<file path="config.mk">
export PLATFORM = sky130hd
export DESIGN_NAME = multicycle_ctrl
export DESIGN_NICKNAME = d
export VERILOG_FILES = /design/src/rtl/multicycle_ctrl.sv
export SDC_FILE = /design/constraint.sdc
export NUM_CORES = 1
export LEC_CHECK = 0
export CAP_MARGIN = 15
export CORE_ASPECT_RATIO = 0.6
export CORE_MARGIN = 4
export CORE_UTILIZATION = 45
export CTS_CLUSTER_SIZE = 20
export DETAILED_ROUTE_END_ITERATION = 6
export GPL_ROUTABILITY_DRIVEN = 0
export PLACE_DENSITY = 0.73
export REMOVE_ABC_BUFFERS = 1
export SYNTH_ARGS = -nofsm -noshare
export SYNTH_HDL_FRONTEND = slang
export SYNTH_SLANG_ARGS = --single-unit
</file>
<file path="constraint.sdc">
create_clock -name clk_i -period 5.5 [get_ports clk_i]
set_clock_uncertainty 0.05 [all_clocks]
set_input_delay 1.1 -clock clk_i [delete_from_list [all_inputs] [get_ports clk_i]]
set_output_delay 1.1 -clock clk_i [all_outputs]
set_load 0.005 [all_outputs]
</file>
<file path="src/rtl/multicycle_ctrl.sv">
// multicycle_ctrl: FETCH/DECODE/EXEC/MEM/WB sequencer with memory handshakes, traps and a retire counter
module multicycle_ctrl #(
  parameter int ALUOP_W     = 3,
  parameter int TIMEOUT_CYC = 16,
  parameter int CNT_W       = 32
) (
  input  logic               clk_i,
  input  logic               rst_i,
  input  logic [6:0]         opcode_i,
  input  logic               mem_ready_i,
  input  logic               trap_clr_i,
  output logic               mem_req_o,
  output logic               mem_we_o,
  output logic               ir_write_o,
  output logic               pc_write_o,
  output logic               branch_o,
  output logic               regwrite_o,
  output logic               alusrc_o,
  output logic               memtoreg_o,
  output logic [ALUOP_W-1:0] aluop_o,
  output logic               trap_o,
  output logic [1:0]         cause_o,
  output logic [CNT_W-1:0]   retire_cnt_o
);
  typedef enum logic [2:0] {S_RST, S_FETCH, S_DECODE, S_EXEC, S_MEM, S_WB, S_TRAP} state_t;
  typedef enum logic [2:0] {C_NONE, C_R, C_I, C_L, C_S, C_B, C_J} cls_t;
  localparam int WW = TIMEOUT_CYC > 1 ? $clog2(TIMEOUT_CYC) + 1 : 1;
  state_t           r_state, w_next;
  cls_t             r_cls, w_cls;
  logic [WW-1:0]    r_wait;
  logic [1:0]       r_cause;
  logic [2:0]       w_aluop;
  logic             w_timeout, w_retire, w_waiting;
  assign w_cls = opcode_i == 7'b0110011 ? C_R :
                 opcode_i == 7'b0010011 ? C_I :
                 opcode_i == 7'b0000011 ? C_L :
                 opcode_i == 7'b0100011 ? C_S :
                 opcode_i == 7'b1100011 ? C_B :
                 opcode_i == 7'b1100111 ? C_J : C_NONE;
  assign w_aluop = r_cls == C_I ? 3'd1 : r_cls == C_S ? 3'd2 : r_cls == C_L ? 3'd3 :
                   r_cls == C_B ? 3'd4 : r_cls == C_J ? 3'd5 : 3'd0;
  assign w_waiting = (r_state == S_FETCH || r_state == S_MEM) && !mem_ready_i;
  // r_wait holds completed wait cycles, so the trap fires at the end of the TIMEOUT_CYC-th one
  assign w_timeout = (TIMEOUT_CYC > 0) && w_waiting && r_wait == WW'(TIMEOUT_CYC - 1);
  assign cause_o = r_cause;
  always_comb begin
    w_next     = r_state;
    w_retire   = 1'b0;
    mem_req_o  = 1'b0;
    mem_we_o   = 1'b0;
    ir_write_o = 1'b0;
    pc_write_o = 1'b0;
    branch_o   = 1'b0;
    regwrite_o = 1'b0;
    alusrc_o   = 1'b0;
    memtoreg_o = 1'b0;
    aluop_o    = '0;
    trap_o     = 1'b0;
    case (r_state)
      S_RST: w_next = S_FETCH;
      S_FETCH: begin
        mem_req_o  = 1'b1;
        ir_write_o = mem_ready_i;
        pc_write_o = mem_ready_i;
        w_next     = mem_ready_i ? S_DECODE : w_timeout ? S_TRAP : S_FETCH;
      end
      S_DECODE: w_next = w_cls == C_NONE ? S_TRAP : S_EXEC;
      S_EXEC: begin
        alusrc_o = r_cls == C_I || r_cls == C_S || r_cls == C_L;
        aluop_o  = ALUOP_W'(w_aluop);
        branch_o = r_cls == C_B || r_cls == C_J;
        w_retire = r_cls == C_B;
        w_next   = (r_cls == C_L || r_cls == C_S) ? S_MEM : r_cls == C_B ? S_FETCH : S_WB;
      end
      S_MEM: begin
        mem_req_o = 1'b1;
        mem_we_o  = r_cls == C_S;
        alusrc_o  = 1'b1;
        aluop_o   = ALUOP_W'(w_aluop);
        w_retire  = mem_ready_i && r_cls == C_S;
        w_next    = mem_ready_i ? (r_cls == C_S ? S_FETCH : S_WB) : w_timeout ? S_TRAP : S_MEM;
      end
      S_WB: begin
        regwrite_o = 1'b1;
        memtoreg_o = r_cls == C_L;
        w_retire   = 1'b1;
        w_next     = S_FETCH;
      end
      S_TRAP: begin
        trap_o = 1'b1;
        w_next = trap_clr_i ? S_FETCH : S_TRAP;
      end
      default: w_next = S_RST;
    endcase
  end
  always_ff @(posedge clk_i or posedge rst_i) begin
    if (rst_i) begin
      r_state      <= S_RST;
      r_cls        <= C_NONE;
      r_wait       <= '0;
      r_cause      <= 2'b00;
      retire_cnt_o <= '0;
    end else begin
      r_state      <= w_next;
      r_cls        <= r_state == S_DECODE ? w_cls : r_cls;
      r_wait       <= w_next != r_state ? '0 : w_waiting ? r_wait + 1'b1 : r_wait;
      r_cause      <= w_next != S_TRAP ? 2'b00 : r_state == S_DECODE ? 2'b01 :
                      r_state != S_TRAP ? 2'b10 : r_cause;
      retire_cnt_o <= retire_cnt_o + {{(CNT_W-1){1'b0}}, w_retire};
    end
  end
endmodule

</file>
After elaboration in Yosys (flattened, before gate mapping)

Index checks and enable logic that the tools add are counted.

Add/subtract/negate cells: 2
Mux-type cells: 36
Reduce and logical (&&, ||, !) cells: 16
Equality and inequality tests: 21

Operators by type and width:

| kind                                                                  | number |
|---|---|
| 3-bit 2-to-1 mux                                                      | 20 |
| 32-bit by 1-bit adder with 32-bit output                              | 1 |
| 3-bit equality test, second input constant                            | 6 |
| 3-bit case mux with 6 select lines                                    | 1 |
| 7-bit by 6-bit equality test with 1-bit output, second input constant | 2 |
| 7-bit equality test, second input constant                            | 2 |
| 3-bit by 2-bit equality test with 1-bit output, second input constant | 4 |
| 5-bit 2-to-1 mux                                                      | 2 |
| 2-bit 2-to-1 mux                                                      | 4 |
| 7-bit by 2-bit equality test with 1-bit output, second input constant | 1 |
| 7-bit by 5-bit equality test with 1-bit output, second input constant | 1 |
| 1-bit 2-to-1 mux                                                      | 7 |
| 3-bit zero test                                                       | 2 |
| 3-bit inequality test, second input constant                          | 2 |
| 2-bit OR reduction                                                    | 3 |
| 5-bit by 1-bit adder with 5-bit output, second input constant         | 1 |
| 5-bit by 4-bit equality test with 1-bit output, second input constant | 1 |
| 1-bit logical OR                                                      | 5 |
| 3-bit by 1-bit equality test with 1-bit output, second input constant | 1 |
| 1-bit logical AND                                                     | 3 |
| 3-bit inequality test                                                 | 1 |
| 1-bit case mux with 3 select lines                                    | 1 |
| 3-bit nonzero test                                                    | 1 |
| 1-bit case mux with 2 select lines                                    | 1 |
| 2 further kinds                                                       | 2 |

Word-level logic and storage cells: 80
Register bits after elaboration: 45
Bits of input ports: 11
Output and inout bits: 46

Longest topological paths before layout

Gate-level depths: netlist (run 1).

Depth after elaboration: 12
Gate-level depth with buffers: 10
Mapped depth without buffers: 9

Least setup slack after synthesis (run 1)

No wires, ideal clock.

Path kind: input port to flip-flop
Start point: in mem_ready_i
End point: reg retire_cnt_o[12]
Arrival time: 2.940 ns
Slack: 2.431 ns
Setup time: 0.079 ns
Cell stages on the path: 9
Cell sequence: clkbuf_1 a21oi_1 o32ai_1 ha_1 ha_1 nand3_1 nor3_1 and3_1 xor2_1

Longest elaborated chain between the ends: 3

RTL lines:

| element                                  | line | source |
|---|---|---|
| start: declaration                       | 10   | `input logic mem_ready_i,` |
| 1-bit logical AND                        | 80   | `w_retire = mem_ready_i && r_cls == C_S;` |
| 1-bit case mux with 3 select lines       | 59   | `case (r_state)` |
| 32-bit by 1-bit adder with 32-bit output | 109  | `retire_cnt_o <= retire_cnt_o + {{(CNT_W-1){1'b0}}, w_retire};` |
| end signal: assignment                   | 109  |  |
| end: declaration                         | 23   | `output logic [CNT_W-1:0] retire_cnt_o` |

No other way between the ends.
A chain may end at the register's enable or synchronous reset.

Worst setup path after layout (run 1)

Start point: in mem_ready_i
End point: out pc_write_o

Longest elaborated chain between the ends: 1

RTL lines:

| element          | line | source |
|---|---|---|
| 1-bit 2-to-1 mux | 59   |  |
| end: declaration | 15   | `output logic pc_write_o,` |

No other way between the ends.

==> impl_metrics.yaml, run 1 <==
outcome:
  outcome: "complete, no violations"
sta:
  tns_ns: 0
  drv_slew: 0
  rsz0062_at_grt: "no"
  hold_viol: 0
  fin_ws_ns: 1.85
  timing.hold.ws_ns: 0.441
  timing.fmax_ghz: 0.274
  slew_headroom_pct: 38.4
  max_slew.worst_pin.slew_ns: 0.922
  fin_crit_sh_pct: 66.3
  period_minus_slack_ns: 3.65
  setup_viol: 0
floorplan:
  die_width_um: 103
  rows: 20
  die_height_um: 65.3
  core-area_um2: 5180
  start_util_pct: 47.5
  io_pins: 57
  die_area_um2: 6760
routing:
  routed_wl_um: 5790
  vias: 2021
  first_pass_iters: 4
  drc: 0
  via_per_inst: 5.48
  first_iter_violations: 142
  wl_per_cell_um: 15.7
  postRouteAntennaNets: 0
grt:
  grt_overflow: 0
  grt_max_degree: 46
  antenna_found_initial: 0
  track_usage_pct: 17.7
  grt_pass1_vias: 1859
  grt_pass1_wl_um: 9300
synth:
  synth-warning-count: 0
  ys_types: 47
  synth_area_per_cell_um2: 9.93
  synthCells: 248
  syn_area_um2: 2460
  yosysSeqAreaShare_pct: 45.7
  ys_ff_latch: 45
cells_and_area:
  final_core_util_pct: 61.7
  num_antenna_cells: 0
  area_growth_pct: 29.8
  final_area_um2: 3200
  instances_no_fill: 369
  multi_input_area_um2: 1240
  nets: 317
  layout_common_cells: "56 x clkdlybuf4s50_1, 45 x dfrtp_1, 19 x xor2_1"
  final_common_cell: "clkdlybuf4s50_1"
  drive_gt1_share_pct: 6.93
  fill_cells: 428
  seqCellArea_um2: 1130
clock_network:
  htree_num_levels: 2
  cts_tree: "done"
  clkTransAtPathRegs_ns: 0.09
  cts_buffers: 5
  cts_resized: 0
  hold_buffers: 0
  clock_sinks: 45
  clock_path_buffers: 2
  cts_root_buf: "clkbuf_8"
  clkLatencyLatePin_ns: 0.30
  post-cts-setup-buffers: 0
worst_setup_path:
  cp_slowest_cell: "clkdlybuf4s50_1"
  crit_path_start_kind: "input pin"
  path_delay_family: "buffers and inverters"
  r2r_start: "r_cls[0]$_DFFE_PP0P_"
  critPathMostFrequentCell: "clkdlybuf4s50_1"
  path_depth: 3
  critPathRequiredTime_ns: 4.35
  cp_num_buf_inv: 2
  critical_path_class: "input pin to output port"
  worstPathMaxFanout: 9
  cp_data_arrival_time_ns: 2.50
  startpoint: "mem_ready_i"
  cp_cell_sequence: "clkdlybuf4s50_1, and3_1, clkdlybuf4s50_1"
  max_stage_delay_ns: 0.66
  end_kind: "output port"
  ff2ff_path_depth: 9
hold_path:
  worstHoldPathType: "flop to flop"
  min_path_cells: 1
  min-delay-start: "retire_cnt_o[27]$_DFF_PP0_"
power_and_ir_drop:
  leakage_nw: 1.39
  finalPower_mw: 1.10
  p_per_area_nw_per_um2: 344
  ir_drop_v: 0.000233
placement:
  dp_hpwl_um: 4320
  dpl-instance-area_um2: 3060
  pre_cts_slack_ns: 1.60
  place_inst: 361
  port_buffers: 56
job:
  drv_cap: 0
## per-layer routing
layer	up-vias	track usage (%)	wire length, um
met5	-	0	0
met4	0	4.36	57
met3	10	5.94	498
met2	67	22.9	2310
met1	965	27.7	2930
li1	979	-	-
## synthesized netlist by cell type, drive strengths merged
| library cell | n | share of area [%] |
|---|---|---|
| a211oi | 3 | 0.91 |
| a21boi | 1 | 0.30 |
| a21oi | 7 | 1.4 |
| a221o | 2 | 0.81 |
| a221oi | 1 | 0.36 |
| a22oi | 1 | 0.30 |
| a2bb2oi | 1 | 0.36 |
| a31oi | 1 | 0.25 |
| a32oi | 2 | 0.71 |
| and2 | 2 | 0.51 |
| and3 | 6 | 1.5 |
| and3b | 3 | 1.1 |
| and4 | 2 | 0.71 |
| buf | 4 | 1.1 |
| clkbuf | 5 | 0.76 |
| dfrtp | 45 | 46 |
| ha | 4 | 2.0 |
| inv | 12 | 1.8 |
| mux2i | 1 | 0.41 |
| nand2 | 18 | 2.7 |
| nand2b | 1 | 0.25 |
| nand3 | 12 | 2.4 |
| nand3b | 3 | 0.91 |
| nand4 | 9 | 2.9 |
| nor2 | 18 | 2.7 |
| nor2b | 6 | 1.5 |
| nor3 | 14 | 4.5 |
| nor3b | 4 | 1.2 |
| nor4 | 7 | 2.0 |
| nor4b | 1 | 0.36 |
| o211a | 1 | 0.41 |
| o211ai | 1 | 0.30 |
| o21ai | 7 | 1.4 |
| o22ai | 1 | 0.25 |
| o31a | 1 | 0.36 |
| o31ai | 1 | 0.30 |
| o32ai | 1 | 0.36 |
| or2 | 1 | 0.25 |
| or4 | 1 | 0.46 |
| xnor2 | 18 | 6.4 |
| xor2 | 19 | 6.8 |
## kinds of logic after synthesis
group	share of synthesized area, %
simple gates	26.1
flops	45.7
xor+xnor	13.2
compound gates	8.84
buf+inv	3.71
fa+ha+maj	2.03
mux	0.407
## worst reg2reg max path, cell delays in order, from the launching register on
cell	delay, ns
dfrtp_1	0.49
nor3b_1	0.57
a21oi_1	0.14
o32ai_1	0.33
ha_1	0.30
ha_1	0.23
nand3_1	0.26
nor3_1	0.45
and3_1	0.24
xor2_1	0.15
## worst paths after layout
kind	end	slack, ns
max	pc_write_o	1.85
min	retire_cnt_o[27]$_DFF_PP0_	0.44
max reg2reg	retire_cnt_o[12]$_DFF_PP0_	2.23
min reg2reg	retire_cnt_o[27]$_DFF_PP0_	0.44
max in group asynchronous	retire_cnt_o[0]$_DFF_PP0_	3.55
min in group asynchronous	retire_cnt_o[24]$_DFF_PP0_	1.28
## state kept, by name (all words and copies together) (netlist names)
name	flops
r_state	3
r_cls	3
cause_o	2
r_wait	5
retire_cnt_o	32
## final cells by class
| type | instances | area share [%] |
|---|---|---|
| clock buffers | 5 | 2.15 |
| clock inverters | 3 | 2.15 |
| inverters | 12 | 1.41 |
| multi-input cells | 182 | 38.9 |
| flip-flops and latches | 45 | 35.2 |
| well taps | 66 | 2.58 |
| repair buffers | 56 | 17.5 |
## report_power, final
group | internal [mW] | total [mW] | switching [mW]
clock | 0.183 | 0.304 | 0.121
sequential | 0.374 | 0.464 | 0.0900
combinational | 0.167 | 0.332 | 0.165
No activity file was read; power rests on OpenSTA's default activity.
==> run 2, diff against run 1 <==
PLACE_DENSITY = 0.76   (was 0.73)
clock period = 3.05 ns   (was 5.5 ns; I/O delays follow)
==> run 2 against run 1 <==
Effect of this change: combinational power grew 100%; die area stayed put; worst hold slack worse by 0.017 ns; clock power up 53%; non-clock buffer count increased by 11; setup slack worse by 1.6 ns; sequential power is 77% higher; critical path type is now flop to output port; highest routed layer unchanged.
==> impl_metrics.yaml, run 2 (synthesis results as in run 1) <==
worst_setup_path:
  regToRegEndpoint: "retire_cnt_o[28]$_DFF_PP0_"
  worstPathMaxFanout: 12
  critical_path_class: "flop to output port"
  reg2reg_slack_ns: 0.33
  cp_data_arrival_time_ns: 2.16
  critPathRequiredTime_ns: 2.39
  r2r_start: "r_cls[0]$_DFFE_PP0P_"
  end_kind: "output port"
  ff2ff_path_depth: 9
  crit_path_start_kind: "flop"
outcome:
  outcome: "complete, no violations"
cells_and_area:
  num_antenna_cells: 0
  regMostFlops: "retire_cnt_o"
  layout_common_cells: "56 x clkdlybuf4s50_1, 45 x dfrtp_1, 19 x xor2_1"
  final_common_cell: "clkdlybuf4s50_1"
  final_area_um2: 3260
  drive_gt1_share_pct: 9.55
  top_regs: "retire_cnt_o (32), r_wait (5)"
  instances_no_fill: 380
  nets: 328
  final_core_util_pct: 62.9
  largest_reg_flops: 32
  area_growth_pct: 32.3
clock_network:
  clkLatencyLatePin_ns: 0.30
  cts_resized: 0
  cts_buffers: 5
  cts_tree: "done"
  clock_sinks: 45
  hold_buffers: 0
  htree_num_levels: 2
  clock_path_buffers: 2
  post-cts-setup-buffers: 0
  clkTransAtPathRegs_ns: 0.08
  cts_root_buf: "clkbuf_8"
grt:
  track_usage_pct: 19.0
  antenna_found_initial: 0
  grt_pass1_wl_um: 9870
  grt_pass1_vias: 1954
  grt_overflow: 0
  grt_max_degree: 46
routing:
  drc: 0
  wl_per_cell_um: 16.0
  first_pass_iters: 4
  highest_layer: "met4"
  met2_length_um: 2400
  wl_met1_um: 3150
  via_per_inst: 5.52
  wl_met3_um: 458
  postRouteAntennaNets: 0
  routed_wl_um: 6070
  first_iter_violations: 143
  vias: 2099
sta:
  rsz0062_at_grt: "no"
  setup_viol: 0
  max_slew.worst_pin.slew_ns: 0.684
  fin_crit_sh_pct: 92.3
  period_minus_slack_ns: 2.82
  hold_viol: 0
  timing.fmax_ghz: 0.355
  tns_ns: 0
  drv_slew: 0
  timing.hold.ws_ns: 0.424
  fin_ws_ns: 0.235
  slew_headroom_pct: 54.0
floorplan:
  start_util_pct: 47.5
  die_height_um: 65.3
  die_width_um: 103
  die_area_um2: 6760
  rows: 20
  io_pins: 57
  core-area_um2: 5180
power_and_ir_drop:
  leakage_nw: 1.43
  finalPower_mw: 1.95
  ir_drop_v: 0.000308
  p_per_area_nw_per_um2: 599
placement:
  dpl-instance-area_um2: 3140
  place_inst: 372
  port_buffers: 56
  pre_cts_slack_ns: 0.0748
  dp_hpwl_um: 4570
hold_path:
  min-delay-start: "retire_cnt_o[31]$_DFF_PP0_"
  worstHoldPathType: "flop to flop"
  min_path_cells: 1
  holdPathEnd: "retire_cnt_o[31]$_DFF_PP0_"
job:
  drv_cap: 0
-- run 2: cell types whose count changed in the layout (fill, tap and decap cells not counted), sizes merged --
cell	before	now
clkbuf	5	7
bufinv	2	1
buf	0	11
inv	13	11
clkinv	0	1
-- run 2: power by group --
part,switching (mW),leakage [nW],internal [mW]
combinational,0.334,0.774,0.331
clock,0.199,0.0585,0.267
sequential,0.145,0.598,0.675
total,0.678,1.43,1.27
-- run 2: worst max-delay path, stage by stage (launching register included) --
cell and delay (ns):
dfrtp_1 0.61, nor2b_1 0.40, and2_1 0.20, and3_1 0.15, clkdlybuf4s50_1 0.50
-- run 2: routing by layer --
layer	up-vias	track usage, %
li1	1006	-
met1	1018	30.6
met3	6	6.15
met5	-	0
met2	69	23.5
met4	0	4.85
-- run 2: worst max-delay path by stage --
stage	start	endpoint	slack, ns	cells after the start
2_1_floorplan	r_cls[0]$_DFFE_PP0P_	retire_cnt_o[12]$_DFF_PP0_	0.48	9
3_3_place_gp	mem_ready_i	retire_cnt_o[28]$_DFF_PP0_	0.18	9
3_5_place_dp	mem_ready_i	retire_cnt_o[28]$_DFF_PP0_	0.07	9
4_1_cts	r_state[0]$_DFF_PP0_	memtoreg_o	0.28	4
5_1_grt	r_state[0]$_DFF_PP0_	memtoreg_o	0.14	4
6_report	r_state[0]$_DFF_PP0_	memtoreg_o	0.23	4
-- run 2: cell type report --
type,count,area [um2]
clock buffers,7,86.3
flip-flops and latches,45,1130
multi-input cells,182,1240
fillers,430,1920
inverters,12,45.0
clock inverters,1,30.0
well taps,66,82.6
repair buffers,67,643
==> run 3, diff against run 2 <==
GPL_TIMING_DRIVEN = 0   (was default)
SKIP_CTS_REPAIR_TIMING = 1   (was default)
==> run 3 against run 2 <==
Effect of this change: cell area down 1.8%; combinational power shrank 6.3%; critical path depth increased by 5; worst hold slack lost 0.0026 ns; largest cell class unchanged; largest power group unchanged; first-iteration DRC count is 10% lower; clock power down 16%; global-route usage fell by 0.80 points; utilization is 1.1 points lower; highest routed layer unchanged.
==> impl_metrics.yaml, run 3 (synthesis results as in run 1) <==
cells_and_area:
  final_common_cell: "clkdlybuf4s50_1"
  final_area_um2: 3200
  nets: 318
  num_antenna_cells: 0
  layout_common_cells: "56 x clkdlybuf4s50_1, 45 x dfrtp_1, 19 x xor2_1"
  fill_cells: 423
  drive_gt1_share_pct: 8.22
  instances_no_fill: 370
  regMostFlops: "retire_cnt_o"
  seqCellArea_um2: 1130
  final_core_util_pct: 61.8
  area_growth_pct: 29.9
  top_regs: "retire_cnt_o (32), r_wait (5)"
  largest_reg_flops: 32
  multi_input_area_um2: 1270
worst_setup_path:
  critPathMostFrequentCell: "ha_1"
  end_kind: "flop"
  r2r_start: "r_state[2]$_DFF_PP0_"
  worstPathMaxFanout: 9
  regToRegEndpoint: "retire_cnt_o[12]$_DFF_PP0_"
  cp_num_buf_inv: 1
  cp_data_arrival_time_ns: 3.23
  ff2ff_path_depth: 8
  critPathRequiredTime_ns: 3.23
  critical_path_class: "input pin to flop"
  path_delay_family: "simple AND/OR/NAND/NOR gates"
  reg2reg_slack_ns: 0.12
  cp_slowest_cell: "clkdlybuf4s50_1"
  cp_cell_sequence: "clkdlybuf4s50_1, a21oi_1, o32ai_2, ha_1, ha_1, nand3_1, nor3_4, and3_1, xor2_1"
  max_stage_delay_ns: 0.66
  crit_path_start_kind: "input pin"
power_and_ir_drop:
  p_sw_mw: 0.679
  ir_drop_v: 0.000324
  p_int_mw: 1.17
  p_comb_share_pct: 33.7
  finalPower_mw: 1.85
  p_per_area_nw_per_um2: 577
  p_seq_share_pct: 45.1
  switching_share_pct: 36.8
  clkPwrFrac_pct: 21.2
  leakage_nw: 1.40
clock_network:
  htree_num_levels: 2
  cts_buffers: 5
  cts_root_buf: "clkbuf_8"
  clock_sinks: 45
  clock_path_buffers: 2
  cts_tree: "done"
  clkTransAtPathRegs_ns: 0.09
  clkLatencyLatePin_ns: 0.30
placement:
  dp_hpwl_um: 4370
  place_inst: 362
  dpl-instance-area_um2: 3080
  pre_cts_slack_ns: -0.478
  port_buffers: 56
sta:
  period_minus_slack_ns: 3.05
  timing.fmax_ghz: 0.328
  fin_crit_sh_pct: 100
  drv_slew: 0
  slew_headroom_pct: 55.9
  timing.hold.ws_ns: 0.422
  hold_viol: 0
  fin_ws_ns: 0.00137
  max_slew.worst_pin.slew_ns: 0.655
  setup_viol: 0
  rsz0062_at_grt: "yes"
  tns_ns: 0
routing:
  postRouteAntennaNets: 0
  routed_wl_um: 5890
  first_pass_iters: 5
  drc: 0
  vias: 2038
  wl_per_cell_um: 15.9
  first_iter_violations: 128
  via_per_inst: 5.51
grt:
  antenna_found_initial: 0
  track_usage_pct: 18.2
  grt_pass1_wl_um: 9490
  grt_overflow: 0
  grt_max_degree: 44
  grt_pass1_vias: 1881
hold_path:
  worstHoldPathType: "flop to flop"
  holdPathEnd: "retire_cnt_o[31]$_DFF_PP0_"
  min-delay-start: "retire_cnt_o[31]$_DFF_PP0_"
  min_path_cells: 1
floorplan:
  core-area_um2: 5180
  start_util_pct: 47.5
  die_width_um: 103
  io_pins: 57
  die_area_um2: 6760
  die_height_um: 65.3
  rows: 20
outcome:
  outcome: "complete, no violations"
job:
  drv_cap: 0
[run 3: layer usage]
metal	global-route usage [%]	wire, um
met1	28.7	2980
met2	23.3	2400
met3	5.83	431
met4	4.52	76
met5	0	0
[run 3: final cells by class]
| class | count | share of cell area, % |
|---|---|---|
| clock buffer | 6 | 2.58 |
| clock inverter | 2 | 0.430 |
| inverter | 12 | 1.41 |
| multi-input combinational | 182 | 39.7 |
| sequential | 45 | 35.2 |
| tap | 66 | 2.58 |
| timing repair buffer | 57 | 18.1 |
[run 3: how the worst max path moves through the flow]
stage / slack [ns] / cells after the start / start / end
floorplan: 0.48 / 9 / r_cls[0]$_DFFE_PP0P_ / retire_cnt_o[12]$_DFF_PP0_
CTS: -0.29 / 9 / r_cls[0]$_DFFE_PP0P_ / retire_cnt_o[12]$_DFF_PP0_
finish: 0.001 / 9 / mem_ready_i / retire_cnt_o[12]$_DFF_PP0_
global placement: -0.44 / 9 / mem_ready_i / retire_cnt_o[18]$_DFF_PP0_
global route: -0.07 / 9 / mem_ready_i / retire_cnt_o[28]$_DFF_PP0_
detailed placement: -0.48 / 9 / mem_ready_i / retire_cnt_o[12]$_DFF_PP0_
[run 3: worst reg2reg max path, cell delays in order (launching register included)]
cell,delay [ns]
dfrtp_1,0.66
inv_1,0.25
o32ai_2,0.39
ha_1,0.28
ha_1,0.25
nand3_1,0.33
nor3_4,0.31
and3_1,0.21
xor2_1,0.14
[run 3: power groups by stage]
stage | Sequential, mW | Clock [mW] | Combinational, mW
global placement | 0.834 | 0 | 0.585
CTS | 0.826 | 0.401 | 0.608
global route | 0.851 | 0.427 | 0.669
floorplan | 0.801 | 0 | 0.346
detailed placement | 0.838 | 0 | 0.602
finish | 0.833 | 0.392 | 0.623
